### config.mk
export PLATFORM = sky130hd
export DESIGN_NAME = lemming_ctrl
export DESIGN_NICKNAME = d
export VERILOG_FILES = /design/src/rtl/lemming_pkg.sv /design/src/rtl/sat_counter.sv /design/src/rtl/lemming_ctrl.sv
export SDC_FILE = /design/constraint.sdc
export NUM_CORES = 1
export LEC_CHECK = 0
export ABC_AREA = 1
export BUFFER_PORTS_ARGS = -buffer_cell sky130_fd_sc_hd__buf_4
export CAP_MARGIN = 10
export CORE_MARGIN = 10
export CORE_UTILIZATION = 41
export DETAILED_ROUTE_END_ITERATION = 8
export PLACE_DENSITY = 0.74
export SLEW_MARGIN = 0
export SYNTH_ARGS = -nofsm -noshare
export SYNTH_HDL_FRONTEND = slang
export SYNTH_SLANG_ARGS = --single-unit
### constraint.sdc
create_clock -name clk -period 3.33 [get_ports clk]
set_clock_uncertainty 0.2 [all_clocks]
set_input_delay 0.666 -clock clk [delete_from_list [all_inputs] [get_ports clk]]
set_output_delay 0.666 -clock clk [all_outputs]
set_load 0.02 [all_outputs]
### src/rtl/lemming_pkg.sv
// Shared definitions for the lemming controller: state encoding and parameter defaults.
// Latency: n/a (package only).
// Backpressure: n/a (package only).
package lemming_pkg;

  // A fall longer than this many cycles ends in a splat.
  localparam int unsigned FALL_LIMIT_DEF = 20;
  localparam int          CNT_W_DEF      = 8;

  // The _L/_R suffix is the walking direction kept across fall/dig/halt.
  typedef enum logic [3:0] {
    WALK_L = 4'd0,
    WALK_R = 4'd1,
    FALL_L = 4'd2,
    FALL_R = 4'd3,
    DIG_L  = 4'd4,
    DIG_R  = 4'd5,
    HALT_L = 4'd6,
    HALT_R = 4'd7,
    SPLAT  = 4'd8
  } state_t;

endpackage

### src/rtl/sat_counter.sv
// Saturating up-counter with synchronous clear; clear wins over inc.
// Latency: q updates on the rising edge after clear/inc are sampled.
// Backpressure: none; holds at all-ones instead of wrapping.
// Ports: clk, areset_n (async active-low), clear, inc, q[W-1:0].
module sat_counter #(
  parameter int W = 8
) (
  input  logic         clk,
  input  logic         areset_n,
  input  logic         clear,
  input  logic         inc,
  output logic [W-1:0] q
);

  always_ff @(posedge clk or negedge areset_n) begin
    if (!areset_n) begin
      q <= '0;
    end else if (clear) begin
      q <= '0;
    end else if (inc && (q != '1)) begin
      q <= q + W'(1);
    end
  end

endmodule

### src/rtl/lemming_ctrl.sv
// Lemming walker FSM: walk/fall/dig/halt/splat with a saturating fall-length counter.
// Latency: Moore outputs change one clock after the inputs that cause a transition.
// Backpressure: none; inputs sampled every cycle, SPLAT absorbs until reset.
// Ports: clk, areset_n; inputs bump_left, bump_right, ground, dig, halt;
//        outputs walk_left, walk_right, aaah, digging, halted, splat, fall_count[CNT_W-1:0].
module lemming_ctrl
  import lemming_pkg::*;
#(
  parameter int unsigned FALL_LIMIT = FALL_LIMIT_DEF,
  parameter int          CNT_W      = CNT_W_DEF
) (
  input  logic             clk,
  input  logic             areset_n,
  input  logic             bump_left,
  input  logic             bump_right,
  input  logic             ground,
  input  logic             dig,
  input  logic             halt,
  output logic             walk_left,
  output logic             walk_right,
  output logic             aaah,
  output logic             digging,
  output logic             halted,
  output logic             splat,
  output logic [CNT_W-1:0] fall_count
);

  state_t state;
  state_t nxt;

  logic in_fall;
  logic nxt_fall;
  logic fall_clear;
  logic fall_inc;
  logic fall_over;

  assign in_fall  = (state == FALL_L) || (state == FALL_R);
  assign nxt_fall = (nxt == FALL_L) || (nxt == FALL_R);

  // Count restarts only on entry to a fall; a fall that continues keeps counting.
  assign fall_clear = !in_fall && nxt_fall;
  assign fall_inc   = in_fall && !ground;
  // The count excludes the first falling cycle, so >= LIMIT means LIMIT+1 cycles airborne.
  assign fall_over  = 32'(fall_count) >= FALL_LIMIT;

  // State register
  always_ff @(posedge clk or negedge areset_n) begin
    if (!areset_n) begin
      state <= WALK_L;
    end else begin
      state <= nxt;
    end
  end

  // Next-state logic
  always_comb begin
    nxt = state;
    case (state)
      WALK_L: begin
        if (!ground)        nxt = FALL_L;
        else if (dig)       nxt = DIG_L;
        else if (halt)      nxt = HALT_L;
        else if (bump_left) nxt = WALK_R;
      end
      WALK_R: begin
        if (!ground)         nxt = FALL_R;
        else if (dig)        nxt = DIG_R;
        else if (halt)       nxt = HALT_R;
        else if (bump_right) nxt = WALK_L;
      end
      HALT_L: begin
        if (!ground)   nxt = FALL_L;
        else if (dig)  nxt = DIG_L;
        else if (!halt) nxt = WALK_L;
      end
      HALT_R: begin
        if (!ground)   nxt = FALL_R;
        else if (dig)  nxt = DIG_R;
        else if (!halt) nxt = WALK_R;
      end
      DIG_L:  if (!ground) nxt = FALL_L;
      DIG_R:  if (!ground) nxt = FALL_R;
      FALL_L: if (ground) nxt = fall_over ? SPLAT : WALK_L;
      FALL_R: if (ground) nxt = fall_over ? SPLAT : WALK_R;
      SPLAT:  nxt = SPLAT;
      default: nxt = WALK_L;
    endcase
  end

  // Moore output decode
  always_comb begin
    walk_left  = 1'b0;
    walk_right = 1'b0;
    aaah       = 1'b0;
    digging    = 1'b0;
    halted     = 1'b0;
    splat      = 1'b0;
    case (state)
      WALK_L:         walk_left  = 1'b1;
      WALK_R:         walk_right = 1'b1;
      FALL_L, FALL_R: aaah       = 1'b1;
      DIG_L, DIG_R:   digging    = 1'b1;
      HALT_L, HALT_R: halted     = 1'b1;
      SPLAT:          splat      = 1'b1;
      default:        ;
    endcase
  end

  sat_counter #(
    .W(CNT_W)
  ) u_fall_cnt (
    .clk      (clk),
    .areset_n (areset_n),
    .clear    (fall_clear),
    .inc      (fall_inc),
    .q        (fall_count)
  );

endmodule

==> flow_summary.toml <==
[placement]
routabilityCongestion = 0.834
io_buffers = 20
hpwl_um = 1650

[logic_synthesis]
synthSimpleGateAreaFrac_pct = 40.4
netlist_area_um2 = 851
yosys_warnings = 0
syn_area_per_cell_um2 = 6.81
yosysTopAreaCellShare_pct = 35.3
synth_seq_cells = 12
synth_xor_area_share_pct = 2.06
synth_nets = 134
synth_top_family_by_area = "simple AND/OR/NAND/NOR gates"
synth.largest_area_cell = "dfrtp_1"
syn_inst = 125
ys_seq_area_share_pct = 35.3
ys_types = 23
synth_mux_area_share_pct = 0
yosys-top-cells-area = "dfrtp_1 35%, nand2_1 18%, nand3_1 9.4%"
synthAdderAreaFrac_pct = 2.94
synth-compound-area-share_pct = 11.3

[grt]
grt_pass1_vias = 815
gr-usage-all-layers_pct = 10.5
antenna_found_initial = 0
grt_max_degree = 13
overflow = 0
grt_pass1_wl_um = 3630

[route]
via_per_inst = 5.02
wl_met2_um = 1110
drtAntennaViolNets = 0
drt_pass1_iterations = 4
met1_length_um = 952
wl_per_cell_um = 12.4
drt_iter0_drc = 48
wl_um = 2180
wl_met3_um = 115
top_layer = "met3"
via_count = 883
drc = 0

[power]
power.leakage_uw = 0.000570
comb_power_share_pct = 52.4
power_frac_seq_pct = 30.6
vdd_drop_max_uv = 453
p_int_uw = 373
netSwitchingFraction_pct = 46.5
p_per_area_nw_per_um2 = 651
p_switching_uw = 324
clkPwrFrac_pct = 17.0
fin_total_pwr_uw = 697

[die]
die_area_um2 = 4300
die_w_um = 65.6
rows = 16
coreArea_um2 = 1960
dieHeight_um = 65.6
ios = 21
initial_utilization_pct = 43.4

[clock_network]
htree_levels = 1
root_buffer = "clkbuf_4"
cts_setup_buffers = 0
cts_hold_buf = 0
cts.clk_slew.worst_paths_ns = 0.08
cts_buffers = 3
cts_sinks = 12
cts_tree = "built"
ctsResizeCount = 0
clk_latency_ns = 0.27
clockBufferDepth = 2

[sta]
min_period_ns = 2.19
max_freq_ghz = 0.457
post-route-period-util_pct = 65.7
report.final.hold_viol_count = 0
worst_slew_pin_slew_ns = 0.270
setup-violations-final = 0
relSlewSlack_pct = 81.9
final.setup.tns_ns = 0
drv_slew = 0
rsz0062_at_grt = "false"

[finish]
nNetsFinal = 159
area_delta_synth_final_pct = 25.9
drive_gt1_share_pct = 22.1
antenna_cells = 0

[worst_setup_path]
path_cells = "nor2_1 > nand3_1 > inv_1 > buf_4"
cp_data_required_time_ns = 2.46
end_kind = "primary output"
critPathKind = "flop to primary output"
critPathMaxStageDelay_ns = 0.41
cpMaxStageDelayCell = "dfrtp_1"
cp-start-kind = "flop"
cp_max_fo = 4
cp_data_arrival_time_ns = 1.32

[hold_path]
worstHoldPathType = "input pin to async pin"

[status]
status = "complete, no violations"

[run]
cap_violations = 0
==> state kept, by name, indices dropped and copies added (netlist names) <==
name          flops
state             4
u_fall_cnt.q      8
==> power groups by stage <==
stage | sequential, uW | combinational [uW] | clock [uW]
CTS | 213 | 367 | 120
global placement | 214 | 364 | 0
floorplan | 220 | 238 | 0
detailed placement | 215 | 365 | 0
global route | 221 | 403 | 127
finish | 213 | 365 | 118
==> worst paths after layout <==
path / slack (ns) / depth (start not counted) / startpoint / to
max: 1.14 / 4 / state[2] / walk_right
min: 0.01 / 1 / areset_n / u_fall_cnt.q[5]
max reg2reg: 1.57 / 8 / u_fall_cnt.q[0] / u_fall_cnt.q[4]
min reg2reg: 0.34 / 2 / state[3] / state[3]
max in group asynchronous: 2.76 / 1 / areset_n / state[2]
min in group clk: 0.34 / 2 / state[3] / state[3]
==> placed cells by master (no fill, tap or decap) <==
cell,Yosys,final
xor2_1,2,2
o21bai_4,1,1
nand3_1,16,16
nor2_4,1,1
inv_2,2,2
inv_1,16,16
o211ai_1,1,1
clkbuf_4,0,3
a21oi_4,1,1
o21ai_0,2,2
nand4_1,3,3
a21oi_1,3,3
or2_2,1,1
buf_4,0,20
nor3_1,3,3
a31o_2,1,1
nor2_1,13,13
o21ai_2,1,1
nand3b_1,1,1
dfrtp_1,12,12
nor2_2,1,1
clkbuf_8,0,1
nand2_1,40,40
ha_1,2,2
o21ai_1,1,1
o22ai_1,1,1
==> worst max-delay path: cells and delay by family, from the launching register on <==
kind	cells	cell delay (ns)
AND/OR/NAND/NOR	2	0.40
buffers and inverters	2	0.24
flip-flops	1	0.41
==> layer usage <==
layer	vias to the layer above	track usage [%]
li1	447	-
met5	-	0
met3	0	3.05
met4	0	4.55
met2	29	17.3
met1	407	12.3
==> synthesized netlist by cell type <==
cell type	count
nor3_1	3
nand3b_1	1
nor2_1	13
ha_1	2
inv_1	16
or2_2	1
inv_2	2
nand4_1	3
nor2_4	1
a31o_2	1
o22ai_1	1
o211ai_1	1
nand3_1	16
a21oi_4	1
o21ai_1	1
a21oi_1	3
nand2_1	40
xor2_1	2
nor2_2	1
o21ai_0	2
o21bai_4	1
dfrtp_1	12
o21ai_2	1
==> metrics by stage <==
stage	area, um2	worst slack (ns)	hold slack, ns	utilization, %	instances
2_1_floorplan	851	1.53	0.170	-	125
3_3_place_gp	1030	1.47	0.313	52.7	172
3_5_place_dp	1030	1.46	0.314	52.7	172
4_1_cts	1070	1.16	0.0143	54.6	176
5_1_grt	1070	1.02	0.00735	54.6	176
6_report	1070	1.14	0.0128	54.6	176
==> layout make-up <==
type / instances / area [um2]
timing repair buffer: 20 / 150
clock buffer: 4 / 36.3
sequential: 12 / 300
tap: 27 / 33.8
fill: 204 / 891
inverter: 18 / 67.6
multi-input combinational: 95 / 483
==> kinds of logic (layout without fill, tap and decap cells) <==
group	after synthesis	in the layout
DFF	12	12
and+or+nand+nor	79	79
AOI/OAI and AO/OA	12	12
buffers and inverters	18	42
adders and majority gates	2	2
xor gates and xnor gates	2	2
Power figures use the tool's default switching activity.
